<file path="src/rtl/pacman_pkg.sv">
// Shared types and maze constants for the Pac-Man movement logic.
package pacman_pkg;

    localparam int unsigned TILE_PX    = 8;
    localparam int unsigned MAZE_W     = 28;
    localparam int unsigned MAZE_H     = 31;
    localparam int unsigned TUNNEL_ROW = 14;
    localparam int unsigned Y_TILE_OFS = 3;

    typedef enum logic [1:0] {
        DirRight = 2'd0,
        DirUp    = 2'd1,
        DirLeft  = 2'd2,
        DirDown  = 2'd3
    } dir_t;

    typedef enum logic [1:0] {
        TileEmpty  = 2'd0,
        TilePellet = 2'd1,
        TilePower  = 2'd2,
        TileWall   = 2'd3
    } tile_t;

    typedef enum logic [2:0] {
        StIdle,
        StMove,
        StStopped,
        StDying,
        StDead
    } state_t;

    function automatic dir_t opposite(input dir_t d);
        return dir_t'(d ^ 2'b10);
    endfunction

    function automatic tile_t tile_at(input logic [7:0] info, input dir_t d);
        return tile_t'(info[{d, 1'b0} +: 2]);
    endfunction

    // Maze edges count as walls unless the current row is the wrap-around tunnel.
    function automatic logic blocked(input logic [7:0] info, input dir_t d,
                                     input logic [6:0] xtile, input logic tunnel_row);
        logic at_edge;
        at_edge = (d == DirLeft && xtile == 7'd0) ||
                  (d == DirRight && xtile == 7'(MAZE_W - 1));
        return (tile_at(info, d) == TileWall) || (!tunnel_row && at_edge);
    endfunction

endpackage

</file>
<file path="src/rtl/pacman_step_div.sv">
// Tick generator: one tick every DIV enabled cycles; the count holds while en is low.
module pacman_step_div #(
    parameter int unsigned DIV = 2
) (
    input  logic clk,
    input  logic rst,
    input  logic en,
    output logic tick
);

    localparam int unsigned CW = (DIV > 1) ? $clog2(DIV) : 1;

    logic [CW-1:0] cnt_q;
    logic          at_top;

    assign at_top = (cnt_q == CW'(DIV - 1));
    assign tick   = en && at_top;

    always_ff @(posedge clk) begin
        if (!rst) begin
            cnt_q <= '0;
        end else if (en) begin
            cnt_q <= at_top ? '0 : cnt_q + CW'(1);
        end
    end

endmodule

</file>
<file path="src/rtl/game_pacman.sv">
// Pac-Man movement and life controller. Define TUNNEL_WRAP_EN to let the
// tunnel row wrap between x tiles 0 and 27 instead of acting as a wall.
module game_pacman
    import pacman_pkg::*;
#(
    parameter int unsigned START_X     = 13,
    parameter int unsigned START_Y     = 26,
    parameter int unsigned STEP_DIV    = 2,
    parameter int unsigned ANIM_DIV    = 2,
    parameter int unsigned DEATH_TICKS = 90
) (
    input  logic       clk,
    input  logic       rst,
    input  logic       en,
    input  logic [1:0] dir_req,
    input  logic       dir_req_valid,
    input  logic [7:0] tile_info,
    input  logic       ghost_hit,
    output logic [6:0] xtile,
    output logic [6:0] ytile,
    output logic [9:0] xloc,
    output logic [9:0] yloc,
    output logic [1:0] dir,
    output logic [1:0] animation,
    output logic       alive,
    output logic       moving
);

    localparam int unsigned AW    = (ANIM_DIV > 1) ? $clog2(ANIM_DIV) : 1;
    localparam int unsigned DW    = ($clog2(DEATH_TICKS) > 5) ? $clog2(DEATH_TICKS) : 5;
    localparam int unsigned PX_SH = $clog2(TILE_PX);
    localparam logic signed [3:0] OFF_MAX = 4'sd3;
    localparam logic signed [3:0] OFF_MIN = -4'sd4;
    localparam logic [6:0] X_LAST = 7'(MAZE_W - 1);

    state_t              state_q;
    logic [6:0]          xtile_q, ytile_q;
    logic signed [3:0]   off_q;
    dir_t                dir_q;
    logic [1:0]          anim_q;
    logic                alive_q, moving_q;
    logic                req_pend_q;
    dir_t                req_dir_q;
    logic [AW-1:0]       anim_cnt_q;
    logic [DW-1:0]       death_cnt_q;
    logic [DW-1:0]       death_nxt;

    logic step_tick;
    logic in_tunnel;
    logic live, hit, centre_tick;
    logic dir_blocked, req_blocked;
    logic do_turn, do_stop, do_rev, do_fwd, do_step;

    dir_t              step_dir;
    logic              step_pos, step_horiz;
    logic [6:0]        tile_cur, tile_nxt;
    logic [6:0]        step_x, step_y;
    logic signed [3:0] step_off;

    logic       cur_horiz;
    logic [9:0] off_ext;

    pacman_step_div #(
        .DIV (STEP_DIV)
    ) u_step_div (
        .clk  (clk),
        .rst  (rst),
        .en   (en),
        .tick (step_tick)
    );

`ifdef TUNNEL_WRAP_EN
    assign in_tunnel = (ytile_q == 7'(TUNNEL_ROW));
`else
    assign in_tunnel = 1'b0;
`endif

    assign dir_blocked = blocked(tile_info, dir_q, xtile_q, in_tunnel);
    assign req_blocked = blocked(tile_info, req_dir_q, xtile_q, in_tunnel);
    assign death_nxt   = death_cnt_q + DW'(1);

    // Event decode; a ghost hit suppresses every movement event in the same cycle.
    always_comb begin
        live        = (state_q == StMove) || (state_q == StStopped);
        hit         = en && ghost_hit && live;
        centre_tick = en && step_tick && (off_q == 4'sd0);
        do_turn     = live && !hit && centre_tick && req_pend_q && !req_blocked;
        do_stop     = (state_q == StMove) && !hit && centre_tick && !do_turn && dir_blocked;
        do_rev      = (state_q == StMove) && !hit && en && !centre_tick && req_pend_q &&
                      (req_dir_q == opposite(dir_q));
        do_fwd      = (state_q == StMove) && !hit && en && step_tick &&
                      !do_turn && !do_stop && !do_rev;
        do_step     = do_turn || do_fwd;
    end

    always_comb begin
        step_dir   = do_turn ? req_dir_q : dir_q;
        step_pos   = (step_dir == DirRight) || (step_dir == DirDown);
        step_horiz = (step_dir == DirRight) || (step_dir == DirLeft);
        tile_cur   = step_horiz ? xtile_q : ytile_q;
        tile_nxt   = tile_cur;
        step_off   = off_q;
        if (step_pos) begin
            if (off_q == OFF_MAX) begin
                tile_nxt = tile_cur + 7'd1;
                step_off = OFF_MIN;
            end else begin
                step_off = off_q + 4'sd1;
            end
        end else begin
            if (off_q == OFF_MIN) begin
                tile_nxt = tile_cur - 7'd1;
                step_off = OFF_MAX;
            end else begin
                step_off = off_q - 4'sd1;
            end
        end
        step_x = step_horiz ? tile_nxt : xtile_q;
        step_y = step_horiz ? ytile_q : tile_nxt;
        if (step_horiz && in_tunnel) begin
            if (step_pos && xtile_q == X_LAST && off_q == OFF_MAX) begin
                step_x = 7'd0;
            end
            if (!step_pos && xtile_q == 7'd0 && off_q == OFF_MIN) begin
                step_x = X_LAST;
            end
        end
    end

    always_ff @(posedge clk) begin
        if (!rst) begin
            state_q     <= StIdle;
            xtile_q     <= 7'(START_X);
            ytile_q     <= 7'(START_Y);
            off_q       <= 4'sd0;
            dir_q       <= DirLeft;
            anim_q      <= 2'd0;
            alive_q     <= 1'b1;
            moving_q    <= 1'b0;
            req_pend_q  <= 1'b0;
            req_dir_q   <= DirRight;
            anim_cnt_q  <= '0;
            death_cnt_q <= '0;
        end else begin
            if (do_step) begin
                xtile_q <= step_x;
                ytile_q <= step_y;
                off_q   <= step_off;
                if (anim_cnt_q == AW'(ANIM_DIV - 1)) begin
                    anim_cnt_q <= '0;
                    anim_q     <= anim_q + 2'd1;
                end else begin
                    anim_cnt_q <= anim_cnt_q + AW'(1);
                end
            end
            if (do_turn || do_rev) begin
                dir_q      <= req_dir_q;
                req_pend_q <= 1'b0;
            end
            if (en) begin
                unique case (state_q)
                    StIdle: begin
                        state_q  <= StMove;
                        moving_q <= 1'b1;
                    end
                    StMove, StStopped: begin
                        if (hit) begin
                            state_q     <= StDying;
                            alive_q     <= 1'b0;
                            moving_q    <= 1'b0;
                            anim_q      <= 2'd0;
                            death_cnt_q <= '0;
                        end else if (do_stop) begin
                            state_q  <= StStopped;
                            moving_q <= 1'b0;
                        end else if (do_turn) begin
                            state_q  <= StMove;
                            moving_q <= 1'b1;
                        end
                    end
                    StDying: begin
                        if (death_cnt_q == DW'(DEATH_TICKS - 1)) begin
                            state_q <= StDead;
                            anim_q  <= 2'd3;
                        end else begin
                            death_cnt_q <= death_nxt;
                            anim_q      <= death_nxt[4:3];
                        end
                    end
                    StDead: state_q <= StDead;
                    default: state_q <= StIdle;
                endcase
            end
            // A fresh request wins over the clear of the one just consumed.
            if (dir_req_valid) begin
                req_pend_q <= 1'b1;
                req_dir_q  <= dir_t'(dir_req);
            end
        end
    end

    assign cur_horiz = (dir_q == DirRight) || (dir_q == DirLeft);
    assign off_ext   = {{6{off_q[3]}}, off_q};

    assign xloc = ({3'b000, xtile_q} << PX_SH) + 10'd3 + (cur_horiz ? off_ext : 10'd0);
    assign yloc = (({3'b000, ytile_q} + 10'(Y_TILE_OFS)) << PX_SH) + 10'd3 +
                  (cur_horiz ? 10'd0 : off_ext);

    assign xtile     = xtile_q;
    assign ytile     = ytile_q;
    assign dir       = dir_q;
    assign animation = anim_q;
    assign alive     = alive_q;
    assign moving    = moving_q;

endmodule

</file>
<file path="config.mk">
export PLATFORM = sky130hd
export DESIGN_NAME = game_pacman
export DESIGN_NICKNAME = d
export VERILOG_FILES = /design/src/rtl/pacman_pkg.sv /design/src/rtl/pacman_step_div.sv /design/src/rtl/game_pacman.sv
export SDC_FILE = /design/constraint.sdc
export NUM_CORES = 1
export LEC_CHECK = 0
export ABC_AREA = 1
export BUFFER_PORTS_ARGS = -buffer_cell sky130_fd_sc_hd__buf_2
export CORE_MARGIN = 2
export CORE_UTILIZATION = 46
export CTS_BUF_LIST = sky130_fd_sc_hd__clkbuf_16
export CTS_CLUSTER_DIAMETER = 100
export DETAILED_ROUTE_END_ITERATION = 6
export PLACE_DENSITY = 0.63
export SYNTH_ARGS = -nofsm -noshare
export SYNTH_HDL_FRONTEND = slang
export SYNTH_SLANG_ARGS = --single-unit
</file>
<file path="constraint.sdc">
create_clock -name clk -period 2.65 [get_ports clk]
set_input_delay 0.3975 -clock clk [delete_from_list [all_inputs] [get_ports clk]]
set_output_delay 0.3975 -clock clk [all_outputs]
set_load 0.01 [all_outputs]
</file>
==> results by group, run 1 <==
Global route
  • First-pass GRT wire length: roughly 15000 um
  • Largest net degree at the start of global routing: 22
  • Total track usage: 24.3%
  • GRT overflow: 0
  • Vias in the first global route: 3273
  • Initial antenna violation count: 0

Routing
  • DR WL/cell: ~13 um
  • Via/cell ratio: about 5.1
  • Met3 wire length: about 480 um
  • Vias: approximately 3600
  • Metal2 WL: between 4000 and 5000 um
  • Met1 WL: around 4300 um
  • Starting DRT DRC Count: approximately 200
  • Post-route ant nets: 0
  • Total Wirelength: between 9000 and 10000 um
  • Drt first pass iters: 4
  • Top routing layer in use: met4
  • Drt drc: 0

Yosys
  • Syn_area_per_cell: 6.43 sq um
  • #FFs+latches synth: 39
  • Commonest register cell after synthesis: dfxtp_1
  • Yosys top cell by area: dfxtp_1
  • FFs w/ async S/R, synth: 0%
  • Synth top area share: about 23%
  • Post-synth EDFFs: 0
  • Synth top area cells: dfxtp_1, nand2_1, ha_1, inv_1, nand3_1
  • Gate Count Post-Synth: 524
  • Synth cell types: 34
  • Cell Area, Synth: approximately 3400 sq um
  • Post-Syn Nets: between 500 and 600
  • Synth warnings: 0
  • Post-synthesis sequential area ratio: between 20% and 30%

Hold path
  • Worst min path class: input port to flip-flop

Timing
  • Slew HR: a little under half
  • Final Slew Violations: 0
  • RSZ-0062 raised after global routing: yes
  • Final setup viols: 1
  • Post-layout min period: 2670 ps
  • Fin worst setup slack: -15.4 ps
  • Final hold viol count: 0
  • Setup Skew: 4.57 ps
  • Worst-Margin Slew: ~790 ps
  • WHS: approximately 400 ps
  • Max Fclk: around 380 MHz
  • Final worst-path cycle share: 101%

Pwr
  • P per Cell Area: approximately 340 nW/um^2
  • P_leak: between 0.002 and 0.0025 uW
  • Maximum vdd drop: approximately 0.29 mV

Floorplan
  • Starting Density: a little under half
  • Die height: between 80 and 90 um
  • Core Area: about 7200 sq um
  • Row Count: 31
  • Die width: between 80 and 90 um
  • Die area: 8020 sq um
  • Io pins: 55

Worst setup path
  • CP max stage cell: dfxtp_2
  • Critical-path cell list: inv_4 > ha_2 > inv_1 > ha_4 > inv_2 > nor2_2 > nor2_1 > o21bai_1 > a21oi_1 > nor2_1 > nor2_1 > xor2_1 > buf_2
  • Data required time of the worst path: 2250 ps
  • Crit path buffers/inverters: 4
  • Delay of the slowest cell on the worst path: roughly 350 ps
  • Arrival time worst endpoint: about 2300 ps
  • Kind of critical path: flip-flop to output port
  • Kind of cell adding the most delay to the critical path: adder cells
  • CP max FO: 5
  • Startpoint types: flip-flop
  • CP Capture Type: output port
  • Critical Path Most Common Cell: nor2_1

Run
  • Max-cap check violation count: 0

Clocking
  • CTS Root Cell: clkbuf_16
  • Worst-skew pair later-pin latency: roughly 280 ps
  • Clk sinks: 39
  • Clk slew on worst S/H paths: about 60 ps
  • Post-CTS Hold Buffers: 0
  • TritonCTS buffer count: 5
  • Htree depth: 2
  • CTS Buffer Depth: 2
  • CTS tree: yes

Layout
  • Layout cells sized above 1: between 20% and 30%
  • Area Overhead vs Synth: 28.4%
  • NumNets Final: 655
  • Antenna diodes: 0

Place
  • Worst slack, placed: approximately 70 ps
  • Final Wtd Congestion: ~0.9
  • Final HPWL DP: just over 7000 um
  • Port bufs: between 50 and 60

Status
  • Violations in the final reports: negative setup slack
  • Status: complete, but fails checks
cell families after synthesis:
family	count (synthesis)	synth area share [%]
buffers and inverters	90	10.9
and+or+nand+nor	258	36.5
xor gates and xnor gates	30	7.80
adders and majority gates	22	8.18
AOI/OAI and AO/OA	85	13.4
DFF	39	23.2
synth_stat cells (3+ instances only):
library cell  instances
nand3_2               3
xor2_1               25
nor2_1               51
clkbuf_1              3
nand2_4               5
inv_1                70
o211ai_1              4
dfxtp_1              39
nand3_4               3
inv_2                10
nor3_1                5
a21oi_1              40
nand4_1               4
ha_1                 22
nand3_1              48
nor2_4                5
nand2_1             115
nand2_2              12
xnor2_1               5
o21ai_0              32
area by class of cell:
class / count / area (sq um)
inverters: 81 / 312
repair buffers: 96 / 586
fillers: 676 / 2850
clock buffers: 5 / 125
flip-flops and latches: 39 / 795
well taps: 99 / 124
multi-input cells: 395 / 2360
clock inverters: 3 / 16.3
through the flow:
step / utilization [%] / area, sq um / total power (uW) / TNS, ps / cells
3_5_place_dp: 55.0 / 3950 / 865 / 0 / 701
5_1_grt: 60.2 / 4320 / 1520 / -587 / 718
2_1_floorplan: - / 3370 / 789 / 0 / 524
6_report: 60.2 / 4320 / 1450 / -15.4 / 718
4_1_cts: 58.2 / 4170 / 1450 / -13.6 / 715
3_3_place_gp: 55.0 / 3950 / 862 / 0 / 701
registers in the layout (all words and copies together) (netlist names), 2 cells and up:
signal / cells
death_cnt_q: 7
off_q: 4
dir: 2
animation: 2
ytile: 7
state_q: 3
req_dir_q: 2
xtile: 7
what timing repair did:
action,CTS,global route
endpoints found under the hold margin,0,0
gates resized for setup,17,28
pin swaps,3,10
buffers inserted,6,3
setup endpoints to repair,5,11
power by group:
part / switching, uW / internal [uW]
combinational: 149 / 89.1
clock: 247 / 344
sequential: 18.8 / 602
total: 415 / 1040
tightest hold or removal path: stages:
cell	delay [ps]
buf_2	70
o21ai_0	70
a21oi_1	100
cell usage in the layout (no fill, tap or decap), types with 3 or more instances in the layout:
master     netlist  layout
nand2_1        115     112
inv_1           70      67
buf_2            2      54
nand3_1         48      48
nor2_1          51      47
buf_4            2      42
a21oi_1         40      36
dfxtp_1         39      32
o21ai_0         32      28
xor2_1          25      23
nand2_2         12      14
ha_1            22      14
inv_2           10      13
nand2_4          5       6
nor2_4           5       6
nor2_2           2       5
nor3_1           5       5
xnor2_1          5       5
ha_4             0       5
clkbuf_16        0       5
dfxtp_2          0       5
a21oi_2          0       4
nand4_1          4       4
o21ai_1          2       4
o211ai_1         4       4
nand3_2          3       3
nand3_4          3       3
ha_2             0       3
worst paths after layout:
check	slack (ps)	cells past startpoint	from	endpoint
hold reg to reg	450	2	alive$_SDFFE_PN1P_	alive$_SDFFE_PN1P_
hold / removal	410	3	dir_req[0]	req_dir_q[0]$_SDFFE_PN0P_
setup reg to reg	220	15	off_q[0]$_SDFFE_PN0N_	ytile[1]$_SDFFE_PN1P_
setup / recovery	-20	13	ytile[0]$_SDFFE_PN0P_	yloc[8]
layer usage:
metal	up-vias	global-route usage, %
met3	14	3.32
met2	100	42.6
met5	-	0
met4	0	6.92
li1	1866	-
met1	1648	31.0
No activity file was read; power rests on OpenSTA's default activity.
==> run 2, diff against run 1 <==
--- a/config.mk
+++ b/config.mk
@@ -11,6 +11,7 @@
 export CORE_UTILIZATION = 46
 export CTS_BUF_LIST = sky130_fd_sc_hd__clkbuf_16
 export CTS_CLUSTER_DIAMETER = 100
+export CTS_CLUSTER_SIZE = 30
 export DETAILED_ROUTE_END_ITERATION = 6
 export PLACE_DENSITY = 0.63
 export SYNTH_ARGS = -nofsm -noshare
==> constraint.sdc (replaced) <==
create_clock -name clk -period 2.65 [get_ports clk]
set_input_delay 0.3975 -clock clk [delete_from_list [all_inputs] [get_ports clk]]
set_output_delay 0.3975 -clock clk [all_outputs]
set_load 0.005 [all_outputs]
==> results by group, run 2 (same netlist as run 1, synthesis figures left out) <==
Status
  • Status: finished clean

Pwr
  • P_leak: 0.00212 uW (-0.11%)
  • Maximum vdd drop: 0.215 mV (-27%)
  • Switching part of the total power: 28.2% (-0.42 points)
  • Clk pwr share: 40.5% (-0.2 points)
  • Internal Power: 1030 uW (-0.27%)
  • P_sw: 405 uW (-2.3%)
  • Comb pwr share: 16.4% (about the same)
  • P per Cell Area: 330 nW/um^2 (-1.7%)
  • Seq pwr share: 43.1% (+0.3 points)

Timing
  • RSZ-0062 raised after global routing: yes
  • Final worst-path cycle share: 99.8% (-0.82 points)
  • Final hold viol count: 0 (unchanged)
  • Fin worst setup slack: 6.37 ps (+21.7 ps)
  • Setup Skew: 3.58 ps (-0.997 ps)
  • Post-layout min period: 2640 ps (-21.7 ps)
  • Slew HR: 50.3% (+3.0 points)
  • Final setup viols: 0 (-1)
  • Fin Setup TNS: 0 ps (+15.4 ps)
  • Worst-Margin Slew: 744 ps (-44.6 ps)
  • Max Fclk: 378 MHz (+0.82%)
  • Final Slew Violations: 0 (unchanged)

Routing
  • DR WL/cell: 13.1 um (-0.11%)
  • Post-route ant nets: 0 (unchanged)
  • Vias: 3637 (+0.25%)
  • Starting DRT DRC Count: 134 (-32%)
  • Drt drc: 0 (unchanged)
  • Via/cell ratio: 5.09 (+0.67%)
  • Drt first pass iters: 4 (unchanged)
  • Total Wirelength: 9400 um (-0.53%)

Worst setup path
  • CP Capture Type: output port
  • Arrival time worst endpoint: 2250 ps (-20 ps)
  • CP max FO: 4 (-1)
  • R2R Setup Slk: 140 ps (-80 ps)
  • CP max stage cell: dfxtp_4
  • Critical-path cell list: inv_6 > ha_2 > inv_1 > ha_4 > inv_1 > nor2_1 > nor2_2 > o21ai_2 > a21oi_1 > nor2_1 > nor2_1 > xnor2_1 > buf_2
  • Reg2Reg Depth: 18 (+3)
  • Delay of the slowest cell on the worst path: 370 ps (+20 ps)
  • Data required time of the worst path: 2250 ps (about the same)
  • Startpoint types: flip-flop
  • Kind of critical path: flip-flop to output port
  • Critical Path Most Common Cell: nor2_1

Place
  • Final Wtd Congestion: 0.908 (-0.57%)
  • Port bufs: 54 (unchanged)
  • Final HPWL DP: 7150 um (-1.7%)
  • Cell Area, Placed: 3930 sq um (-0.63%)
  • Worst slack, placed: 96.1 ps (+25.7 ps)

Layout
  • Non-Filler Cell Area, Final: 4360 sq um (+0.90%)
  • NumNets Final: 652 (-0.46%)
  • Most common cell after layout, fill and taps aside: nand2_1
  • Area Overhead vs Synth: 29.5%
  • Filler cell count: 680 (+0.59%)
  • Storage element area: 798 sq um (+0.47%)
  • Antenna diodes: 0 (unchanged)
  • Area occupied by multi-input gates: 2400 sq um (+1.4%)
  • Layout cells sized above 1: 29.1% (about the same)
  • Commonest non-fill, non-tap cells in the layout: nand2_1, inv_1, buf_2, nor2_1, nand3_1

Floorplan
  • Core Area: 7180 sq um (unchanged)
  • Row Count: 31 (unchanged)
  • Die height: 89.6 um (unchanged)
  • Die area: 8020 sq um (unchanged)
  • Io pins: 55 (unchanged)
  • Starting Density: 46.9% (unchanged)
  • Die width: 89.6 um (unchanged)

Global route
  • Vias in the first global route: 3184 (-2.7%)
  • Initial antenna violation count: 0 (unchanged)
  • First-pass GRT wire length: 14600 um (-3.7%)
  • Largest net degree at the start of global routing: 22 (unchanged)
  • Total track usage: 23.5% (-0.87 points)
  • GRT overflow: 0 (unchanged)

Clocking
  • CTS Buffer Depth: 2 (unchanged)
  • Clk slew on worst S/H paths: 60 ps (about the same)
  • TritonCTS buffer count: 5 (unchanged)
  • CTS tree: yes
  • Worst-skew pair later-pin latency: 280 ps (about the same)
  • Clk sinks: 39 (unchanged)
  • Htree depth: 2 (unchanged)
  • Post-CTS Hold Buffers: 0 (unchanged)
  • CTS Root Cell: clkbuf_16

Hold path
  • Hold Crit Depth: 3 (unchanged)
  • Worst min path class: input port to flip-flop

Run
  • Max-cap check violation count: 0 (unchanged)
## run 2: cell types whose count changed in the layout (fill, tap and decap cells not counted), sizes merged
cell	change
buf	-3
clkinvlp	-1
inv	+1
## run 2: stage by stage
step	util, %	total power [uW]	cells	hold WS, ps
after floorplan	-	783	524	442
final	60.8	1440	715	407
after global routing	60.8	1500	715	453
after detailed placement	54.7	857	696	434
after global placement	54.7	854	696	429
after CTS	57.3	1440	707	406
## run 2: path summary, 6_finish.rpt
path,from,to
min reg2reg,alive$_SDFFE_PN1P_,alive$_SDFFE_PN1P_
max reg2reg,off_q[1]$_SDFFE_PN0N_,xtile[4]$_SDFFE_PN0P_
max,ytile[1]$_SDFFE_PN1P_,yloc[9]
min,dir_req[1],req_dir_q[1]$_SDFFE_PN0P_
## run 2: power by group through the flow
stage / Combinational (uW) / Clock (uW) / Sequential [uW]
6_report: 236 / 582 / 619
5_1_grt: 266 / 615 / 621
4_1_cts: 226 / 592 / 621
3_5_place_dp: 223 / 0 / 635
3_3_place_gp: 221 / 0 / 634
2_1_floorplan: 153 / 0 / 630
## run 2: cell type report
| type | instances | area share, % |
|---|---|---|
| Clock buffer | 5 | 2.87 |
| Sequential cell | 39 | 18.3 |
| Clock inverter | 3 | 0.287 |
| Timing Repair Buffer | 93 | 13.3 |
| Inverter | 81 | 7.43 |
| Tap cell | 99 | 2.84 |
| Multi-Input combinational cell | 395 | 55.0 |
## run 2: what timing repair did
item / CTS / global route
pin swaps: 2 / 17
endpoints found under the setup margin: 4 / 18
buffers inserted: 3 / 8
resized for setup: 15 / 43
## run 2: metal layers
metal	routed length [um]	part of all wire (%)	vias up	global-route usage, %
li1	-	-	1870	-
met1	4330	46	1663	29.4
met2	4640	49	91	41.8
met3	319	3.4	13	3.42
met4	104	1.1	0	6.11
met5	0	0	-	0
## run 2: critical path, delay by kind of cell (launching register included)
kind                       cells  cell delay [ps]
AOI/OAI and AO/OA              2              250
DFF                            1              370
xor gates and xnor gates       1              130
adders and majority gates      2              570
buffers and inverters          4              290
and+or+nand+nor                4              340
